[src/rtl/mem_bus_pkg.sv]
// Shared defaults and types for the unified memory-port arbiter.
package mem_bus_pkg;

  localparam int ADDR_W_DEF = 32;
  localparam int DATA_W_DEF = 32;

  typedef enum logic [1:0] {
    IDLE = 2'd0,
    BUSY = 2'd1,
    DONE = 2'd2
  } arb_state_t;

  // One memory transaction at the default widths.
  typedef struct packed {
    logic                    we;
    logic [ADDR_W_DEF-1:0]   addr;
    logic [DATA_W_DEF-1:0]   wd;
    logic [DATA_W_DEF/8-1:0] mask;
  } mem_req_t;

endpackage

[src/rtl/rr_arbiter.sv]
// One-hot grant picker: first requester at or after the pointer. The pointer moves
// past the last completed port in round-robin mode and stays at 0 in fixed-priority mode.
module rr_arbiter #(
  parameter int N       = 2,
  parameter bit RR_MODE = 1'b1
) (
  input  logic         clk_i,
  input  logic         reset_i,
  input  logic [N-1:0] req_i,
  input  logic         upd_i,
  input  logic [N-1:0] upd_gnt_i,
  output logic [N-1:0] gnt_o
);
  localparam int PTR_W = (N > 1) ? $clog2(N) : 1;

  logic [PTR_W-1:0] ptr_q, ptr_d;

  // Scan N positions starting at the pointer; the first asserted request wins.
  always_comb begin
    logic found;
    logic hit;
    gnt_o = '0;
    found = 1'b0;
    hit   = 1'b0;
    for (int k = 0; k < N; k++) begin
      for (int j = 0; j < N; j++) begin
        hit      = !found && req_i[j] && (j == ((int'(ptr_q) + k) % N));
        gnt_o[j] = gnt_o[j] | hit;
        found    = found | hit;
      end
    end
  end

  // Pointer update on completion.
  always_comb begin
    ptr_d = ptr_q;
    if (RR_MODE && upd_i) begin
      for (int j = 0; j < N; j++) begin
        ptr_d = upd_gnt_i[j] ? PTR_W'((j + 1) % N) : ptr_d;
      end
    end else begin
      ptr_d = ptr_q;
    end
  end

  // Pointer register.
  always_ff @(posedge clk_i) begin
    if (reset_i) begin
      ptr_q <= '0;
    end else begin
      ptr_q <= ptr_d;
    end
  end

endmodule

[src/rtl/mem_bus_arbiter.sv]
// Shares one memory port between NUM_PORTS req/wait requesters. One transaction is in
// flight at a time (IDLE -> BUSY -> DONE); the winner comes from rr_arbiter.
module mem_bus_arbiter
  import mem_bus_pkg::*;
#(
  parameter int NUM_PORTS = 2,
  parameter int ADDR_W    = ADDR_W_DEF,
  parameter int DATA_W    = DATA_W_DEF,
  parameter bit RR_MODE   = 1'b1
) (
  input  logic                          clk_i,
  input  logic                          reset_i,
  input  logic [NUM_PORTS-1:0]          p_req_i,
  input  logic [NUM_PORTS-1:0]          p_we_i,
  input  logic [NUM_PORTS*ADDR_W-1:0]   p_addr_i,
  input  logic [NUM_PORTS*DATA_W-1:0]   p_wd_i,
  input  logic [NUM_PORTS*DATA_W/8-1:0] p_mask_i,
  output logic [DATA_W-1:0]             p_rd_o,
  output logic [NUM_PORTS-1:0]          p_wait_o,
  output logic [NUM_PORTS-1:0]          p_done_o,
  output logic                          m_req_o,
  output logic                          m_we_o,
  output logic [ADDR_W-1:0]             m_addr_o,
  output logic [DATA_W-1:0]             m_wd_o,
  output logic [DATA_W/8-1:0]           m_mask_o,
  input  logic [DATA_W-1:0]             m_rd_i,
  input  logic                          m_ack_i
);
  localparam int MASK_W = DATA_W / 8;

  arb_state_t           state_q, state_d;
  logic [NUM_PORTS-1:0] gnt_s, gnt_q, gnt_d;
  logic [NUM_PORTS-1:0] p_done_q, p_done_d;
  logic [DATA_W-1:0]    p_rd_q, p_rd_d;
  logic                 m_req_q, m_req_d, m_we_q, m_we_d;
  logic [ADDR_W-1:0]    m_addr_q, m_addr_d;
  logic [DATA_W-1:0]    m_wd_q, m_wd_d;
  logic [MASK_W-1:0]    m_mask_q, m_mask_d;
  logic                 sel_we_s;
  logic [ADDR_W-1:0]    sel_addr_s;
  logic [DATA_W-1:0]    sel_wd_s;
  logic [MASK_W-1:0]    sel_mask_s;
  logic                 upd_s;

  rr_arbiter #(.N(NUM_PORTS), .RR_MODE(RR_MODE)) u_arb (
    .clk_i     (clk_i),
    .reset_i   (reset_i),
    .req_i     (p_req_i),
    .upd_i     (upd_s),
    .upd_gnt_i (gnt_q),
    .gnt_o     (gnt_s)
  );

  // AND-OR mux of the winning port's fields out of the packed buses.
  always_comb begin
    sel_we_s   = 1'b0;
    sel_addr_s = '0;
    sel_wd_s   = '0;
    sel_mask_s = '0;
    for (int i = 0; i < NUM_PORTS; i++) begin
      sel_we_s   = sel_we_s   | (gnt_s[i] & p_we_i[i]);
      sel_addr_s = sel_addr_s | ({ADDR_W{gnt_s[i]}} & p_addr_i[i*ADDR_W +: ADDR_W]);
      sel_wd_s   = sel_wd_s   | ({DATA_W{gnt_s[i]}} & p_wd_i[i*DATA_W +: DATA_W]);
      sel_mask_s = sel_mask_s | ({MASK_W{gnt_s[i]}} & p_mask_i[i*MASK_W +: MASK_W]);
    end
  end

  // Next-state logic; m_* stay frozen from grant through completion.
  always_comb begin
    state_d  = state_q;
    gnt_d    = gnt_q;
    m_req_d  = m_req_q;
    m_we_d   = m_we_q;
    m_addr_d = m_addr_q;
    m_wd_d   = m_wd_q;
    m_mask_d = m_mask_q;
    p_rd_d   = p_rd_q;
    p_done_d = '0;
    upd_s    = 1'b0;
    case (state_q)
      IDLE: begin
        if (|p_req_i) begin
          state_d  = BUSY;
          gnt_d    = gnt_s;
          m_req_d  = 1'b1;
          m_we_d   = sel_we_s;
          m_addr_d = sel_addr_s;
          m_wd_d   = sel_wd_s;
          m_mask_d = sel_we_s ? sel_mask_s : '0;
        end else begin
          state_d = IDLE;
        end
      end
      BUSY: begin
        if (m_ack_i) begin
          state_d  = DONE;
          m_req_d  = 1'b0;
          p_rd_d   = m_we_q ? p_rd_q : m_rd_i;
          p_done_d = gnt_q;
          upd_s    = 1'b1;
        end else begin
          state_d = BUSY;
        end
      end
      DONE:    state_d = IDLE;
      default: state_d = IDLE;
    endcase
  end

  // State and output registers.
  always_ff @(posedge clk_i) begin
    if (reset_i) begin
      state_q  <= IDLE;
      gnt_q    <= '0;
      m_req_q  <= 1'b0;
      m_we_q   <= 1'b0;
      m_addr_q <= '0;
      m_wd_q   <= '0;
      m_mask_q <= '0;
      p_rd_q   <= '0;
      p_done_q <= '0;
    end else begin
      state_q  <= state_d;
      gnt_q    <= gnt_d;
      m_req_q  <= m_req_d;
      m_we_q   <= m_we_d;
      m_addr_q <= m_addr_d;
      m_wd_q   <= m_wd_d;
      m_mask_q <= m_mask_d;
      p_rd_q   <= p_rd_d;
      p_done_q <= p_done_d;
    end
  end

  assign p_wait_o = p_req_i & ~p_done_q;
  assign p_done_o = p_done_q;
  assign p_rd_o   = p_rd_q;
  assign m_req_o  = m_req_q;
  assign m_we_o   = m_we_q;
  assign m_addr_o = m_addr_q;
  assign m_wd_o   = m_wd_q;
  assign m_mask_o = m_mask_q;

endmodule

[config.mk]
export PLATFORM = sky130hd
export DESIGN_NAME = mem_bus_arbiter
export DESIGN_NICKNAME = d
export VERILOG_FILES = /design/src/rtl/mem_bus_pkg.sv /design/src/rtl/rr_arbiter.sv /design/src/rtl/mem_bus_arbiter.sv
export SDC_FILE = /design/constraint.sdc
export NUM_CORES = 1
export LEC_CHECK = 0
export CAP_MARGIN = 20
export CORE_UTILIZATION = 35
export CTS_CLUSTER_SIZE = 10
export DETAILED_ROUTE_END_ITERATION = 8
export HOLD_SLACK_MARGIN = 0.12
export PLACE_DENSITY = 0.87
export SYNTH_ARGS = -nofsm -noshare
export SYNTH_HDL_FRONTEND = slang
export SYNTH_SLANG_ARGS = --single-unit
[constraint.sdc]
create_clock -name clk_i -period 1.9 [get_ports clk_i]
set_input_delay 0.19 -clock clk_i [delete_from_list [all_inputs] [get_ports clk_i]]
set_output_delay 0.19 -clock clk_i [all_outputs]
set_load 0.01 [all_outputs]
==> results of run 1 <==
-- worst max-delay path by stage --
stage                     depth (start not counted)  slack [ns]            to
after floorplan                                   6        0.52  m_addr_o[31]
after global placement                            5       -0.01    m_wd_o[27]
after detailed placement                          5       -0.10     m_wd_o[6]
after CTS                                         5        0.09   p_wait_o[1]
after global routing                              5        0.04   p_wait_o[1]
final                                             5         0.1   p_wait_o[1]
-- cell type report --
type                    count  area (µm²)
multi-input cells         293        1640
repair buffers            293        2970
fillers                   872        3700
clock inverters             5        58.8
clock buffers              11         243
well taps                 140         175
flip-flops and latches    109        2180
inverters                   2        7.51
-- power breakdown --
| group | total (mW) | internal (mW) | leakage (nW) | switching [mW] |
|---|---|---|---|---|
| Clock | 1.90 | 1.06 | 0.142 | 0.835 |
| Sequential | 2.54 | 2.45 | 0.893 | 0.0919 |
| Combinational | 1.31 | 0.781 | 1.59 | 0.533 |
| Total | 5.75 | 4.29 | 2.63 | 1.46 |
-- synth_stat cells --
cell type / instances / share of area (%)
and3b_1: 1 / 0.22
nand3b_1: 5 / 0.94
clkbuf_1: 27 / 2.5
and2_1: 3 / 0.47
a22oi_1: 34 / 6.4
nor2_1: 41 / 3.9
a211oi_1: 1 / 0.19
a21oi_1: 68 / 8.5
inv_2: 1 / 0.094
buf_2: 7 / 0.88
a21boi_2: 1 / 0.28
o21ai_1: 1 / 0.13
inv_1: 1 / 0.094
dfxtp_1: 109 / 55
or3b_2: 1 / 0.22
nand2_1: 95 / 8.9
a2111oi_4: 1 / 0.69
buf_4: 5 / 0.94
nand2b_1: 1 / 0.16
a222oi_1: 35 / 8.8
nor2b_1: 1 / 0.16
o31ai_1: 4 / 0.75
-- per-stage QoR --
| step | power (mW) | cell area [µm²] | hold WS, ns |
|---|---|---|---|
| 2_1_floorplan | 3.07 | 3990 | 0.277 |
| 3_3_place_gp | 3.86 | 6980 | 0.441 |
| 3_5_place_dp | 3.90 | 6980 | 0.447 |
| 4_1_cts | 5.80 | 7280 | 0.303 |
| 5_1_grt | 5.99 | 7280 | 0.327 |
| 6_report | 5.75 | 7280 | 0.314 |
-- registers in the layout, indices dropped and copies added (netlist names) --
signal and flops:
m_addr_o 32, m_wd_o 32, p_rd_o 32, m_mask_o 4, gnt_q 2, p_done_o 2, state_q 2, m_req_o 1
m_we_o 1, u_arb.ptr_q 1
-- worst reg2reg max path, stage by stage (launching register included) --
cell and delay (ns):
dfxtp_1 0.37, inv_1 0.10, a2111oi_4 0.37, buf_4 0.42, a22oi_1 0.13, a21oi_1 0.17
-- cell families (layout without fill, tap and decap cells) --
kind of cell | after synthesis | in the layout | share of synthesized area [%]
and+or+nand+nor | 148 | 148 | 15.0
AOI/OAI and AO/OA | 145 | 145 | 25.8
DFF | 109 | 109 | 54.7
buffers and inverters | 41 | 311 | 4.55
-- routing by layer --
| layer | up-vias | part of all wire [%] |
|---|---|---|
| met4 | 0 | 3.1 |
| met3 | 29 | 9.6 |
| li1 | 2131 | - |
| met5 | - | 0 |
| met2 | 214 | 51 |
| met1 | 2087 | 37 |
==> flow_summary.json, run 1 <==
{
  "status": "finished, final reports clean",
  "slowest_stage": "clkdlybuf4s50_1",
  "synth_seq_area_share_pct": 54.7,
  "grt_pass1_vias": 4394,
  "port_buffers": 280,
  "cp_cell_sequence": "clkdlybuf4s50_1, inv_2, buf_4, nor2_1, clkdlybuf4s50_1",
  "synthCells": 443,
  "grtUsageMet3_pct": 7.71,
  "cts_made_buffers": 9,
  "row_count": 38,
  "met1_usage_pct": 24.4,
  "p_leak_nw": 2.63,
  "critPathLaunchType": "input pin",
  "post-place-cells": 837,
  "critPathBufInv": 4,
  "cts-resized-gates": 0,
  "clk_latency_ns": 0.34,
  "final_util_pct": 66.3,
  "drv_slew": 0,
  "min-delay-start": "reset_i",
  "nNetsFinal": 883,
  "setup_viol": 0,
  "finalCritPeriodShare_pct": 94.9,
  "path_class": "input pin to output pin",
  "cts_hold_buf": 0,
  "gp_congestion": 0.802,
  "finClkSkew_ns": 0.00504,
  "die_x_um": 109,
  "maxCapViolations": 0,
  "htreeDepth": 3,
  "final_common_cell": "clkdlybuf4s50_1",
  "post_synth_num_cell_types": 22,
  "period_needed_ns": 1.80,
  "postCtsSetupRepairBufs": 0,
  "ios": 281,
  "holdPathEnd": "gnt_q[0]",
  "dieArea_um2": 11800,
  "antenna_found_initial": 0,
  "hold_violations": 0,
  "place_hpwl_um": 10400,
  "cts.sinks": 109,
  "worstSetupEndpointType": "output pin",
  "max_freq_mhz": 555,
  "clk_path_buf_depth": 2,
  "hold_path.class": "input pin to register",
  "critical_path.top_delay_family": "buffers and inverters",
  "tightest_slew_ns": 0.536,
  "drcViolationCount": 0,
  "first_pass_iters": 6,
  "cp-startpoint": "p_req_i[1]",
  "mostFrequentLayoutCells": "clkdlybuf4s50_1 (279), dfxtp_1 (109), nand2_1 (95)",
  "cts_tree": "yes",
  "drtIter0Drc": 357,
  "antenna_left": 0,
  "grt_max_degree": 52,
  "gr-total-overflow": 0,
  "whs_path_depth": 2,
  "cp_slowest_stage_delay_ns": 0.57,
  "rr_endpoint": "m_addr_o[2]",
  "post-place-ws_ns": -0.105,
  "fin_cells": 853,
  "viasPerCell": 5.23,
  "p_per_area_nw_per_um2": 790,
  "grt_first_pass_wirelength_um": 20900,
  "ir_worst_vdd_mv": 0.401,
  "critPathArrivalTime_ns": 1.61,
  "r2r_slack_ns": 0.26,
  "clockRootBuffer": "clkbuf_16",
  "r2r-start": "u_arb.ptr_q",
  "path_max_fanout": 2,
  "syn_area_per_cell_um2": 9.00,
  "wire_per_inst_um": 16.6,
  "path_clk_slew_ns": 0.07,
  "n_antenna_cell": 0,
  "use_met2_pct": 40.9,
  "synthesis.area_um2": 3990,
  "setup_ws_ns": 0.0970,
  "ff2ff_path_depth": 5,
  "core_area_um2": 11000,
  "rsz0062_at_grt": "no",
  "relSlewSlack_pct": 64.2,
  "track_usage_pct": 22.9,
  "die_y_um": 109,
  "drive_above_1_share_pct": 5.05,
  "cp.required_ns": 1.71,
  "syn2layout_area_growth_pct": 82.5,
  "wl_um": 14200,
  "fin_tns_setup_ns": 0,
  "top_usage_layer": "met2",
  "yosysWarnings": 0,
  "via_count": 4461,
  "syn-num-nets": 618,
  "ys_ff_latch": 109,
  "worst_path_most_repeated_cell": "clkdlybuf4s50_1",
  "start_util_pct": 36.3
}
(Power assumes the default switching activity.)
==> run 2, diff against run 1 <==
--- a/config.mk
+++ b/config.mk
@@ -9,6 +9,7 @@
 export CORE_UTILIZATION = 35
 export CTS_CLUSTER_SIZE = 10
 export DETAILED_ROUTE_END_ITERATION = 8
+export GPL_TIMING_DRIVEN = 0
 export HOLD_SLACK_MARGIN = 0.12
 export PLACE_DENSITY = 0.87
 export SYNTH_ARGS = -nofsm -noshare
==> flow_summary.json, run 2 (synthesized netlist as in run 1, its figures left out) <==
{
  "rsz0062_at_grt": "no",
  "clockRootBuffer": "clkbuf_16",
  "status": "finished, final reports clean",
  "drive_above_1_share_pct": 4.33,
  "maxCapViolations": 0,
  "row_count": 38,
  "ios": 281,
  "antenna_left": 0,
  "r2r_slack_ns": 0.19,
  "grt_pass1_vias": 4592,
  "p_sw_mw": 1.44,
  "seqPwrFrac_pct": 43.2,
  "cp-startpoint": "p_req_i[0]",
  "post-place-ws_ns": -0.708,
  "grt_first_pass_wirelength_um": 22400,
  "htreeDepth": 3,
  "port_buffers": 280,
  "final_common_cell": "clkdlybuf4s50_1",
  "drtIter0Drc": 321,
  "p_int_mw": 4.44,
  "core_area_um2": 11000,
  "drcViolationCount": 0,
  "p_sw_share_pct": 24.5,
  "n_antenna_cell": 0,
  "r2r-start": "u_arb.ptr_q",
  "ir_worst_vdd_mv": 0.520,
  "syn2layout_area_growth_pct": 83.5,
  "grt_max_degree": 17,
  "path_clk_slew_ns": 0.07,
  "period_needed_ns": 1.77,
  "gr-total-overflow": 0,
  "setup_viol": 0,
  "p_leak_nw": 2.66,
  "hold_path.class": "input pin to register",
  "worstSetupEndpointType": "output pin",
  "track_usage_pct": 24.9,
  "viasPerCell": 5.34,
  "setup_ws_ns": 0.126,
  "cts_made_buffers": 9,
  "path_max_fanout": 5,
  "mostFrequentLayoutCells": "clkdlybuf4s50_1 (279), dfxtp_1 (109), nand2_1 (95)",
  "drv_slew": 0,
  "clkPwrFrac_pct": 34.4,
  "die_y_um": 109,
  "place_hpwl_um": 12000,
  "nNetsFinal": 909,
  "power.total_mw": 5.88,
  "fill_cells": 878,
  "wl_um": 15200,
  "clk_latency_ns": 0.33,
  "cp-endpoint": "p_wait_o[0]",
  "finalCritPeriodShare_pct": 93.4,
  "antenna_found_initial": 0,
  "tightest_slew_ns": 0.614,
  "gp_congestion": 0.818,
  "start_util_pct": 36.3,
  "path_class": "input pin to output pin",
  "critPathArrivalTime_ns": 1.58,
  "cts.sinks": 109,
  "rr_endpoint": "m_addr_o[20]",
  "via_count": 4693,
  "pwr-share-comb_pct": 22.4,
  "finClkSkew_ns": 0.00490,
  "cp.required_ns": 1.71,
  "die_x_um": 109,
  "fin_tns_setup_ns": 0,
  "hold_violations": 0,
  "p_per_area_nw_per_um2": 804,
  "clk_path_buf_depth": 2,
  "cts_hold_buf": 0,
  "ff2ff_path_depth": 5,
  "wire_per_inst_um": 17.2,
  "cts_tree": "yes",
  "relSlewSlack_pct": 59.1,
  "first_pass_iters": 6,
  "max_freq_mhz": 564,
  "critPathLaunchType": "input pin",
  "dieArea_um2": 11800
}
-- run 2: worst min path at each step --
stage                from          to  slack [ns]  depth (start not counted)
2_1_floorplan     reset_i  state_q[1]        0.28                          1
5_1_grt         m_rd_i[0]   p_rd_o[0]        0.39                          3
6_report        m_rd_i[0]   p_rd_o[0]        0.40                          3
4_1_cts         m_rd_i[0]   p_rd_o[0]        0.39                          3
3_3_place_gp   p_rd_o[29]  p_rd_o[29]        0.44                          2
3_5_place_dp   p_rd_o[28]  p_rd_o[28]        0.45                          2
-- run 2: per-stage QoR --
step / hold WS, ns / instance area (µm²) / util [%] / std cells
finish: 0.397 / 7320 / 66.6 / 879
global route: 0.392 / 7320 / 66.6 / 879
CTS: 0.385 / 7300 / 66.5 / 879
detailed placement: 0.448 / 6970 / 63.4 / 863
global placement: 0.443 / 6970 / 63.4 / 863
floorplan: 0.277 / 3990 / - / 443
-- run 2: critical path, stage by stage --
cell	delay [ns]
clkdlybuf4s50_1	0.63
nor2b_1	0.17
clkdlybuf4s50_1	0.59
-- run 2: routing by layer --
| layer | share of wire [%] | GRT usage, % | up-vias |
|---|---|---|---|
| met5 | 0 | 0 | - |
| met4 | 3.3 | 12.2 | 0 |
| li1 | - | - | 2185 |
| met1 | 36 | 24.4 | 2218 |
| met3 | 8.7 | 7.53 | 41 |
| met2 | 52 | 46.9 | 249 |
-- run 2: repair_timing --
item,CTS,global route
setup endpoints to repair,68,6
gates resized for setup,2,5
setup buffers,0,0
cloned,0,0
-- run 2: area by class of cell --
class                           instances  area (µm²)  area share (%)
Buffer                                 39         178            2.43
Multi-Input combinational cell        293        1640            22.4
Clock inverter                          3        67.6           0.923
Timing Repair Buffer                  280        2810            38.3
Tap cell                              140         175            2.39
Sequential cell                       109        2180            29.8
Inverter                                2        7.51           0.103
Clock buffer                           13         260            3.56
-- run 2: power groups by stage --
| stage | logic (mW) | registers [mW] | clock network (mW) |
|---|---|---|---|
| after CTS | 1.32 | 2.54 | 2.07 |
| after floorplan | 0.416 | 2.65 | 0 |
| after detailed placement | 1.31 | 2.59 | 0 |
| final | 1.32 | 2.54 | 2.02 |
| after global placement | 1.27 | 2.58 | 0 |
| after global routing | 1.42 | 2.56 | 2.16 |
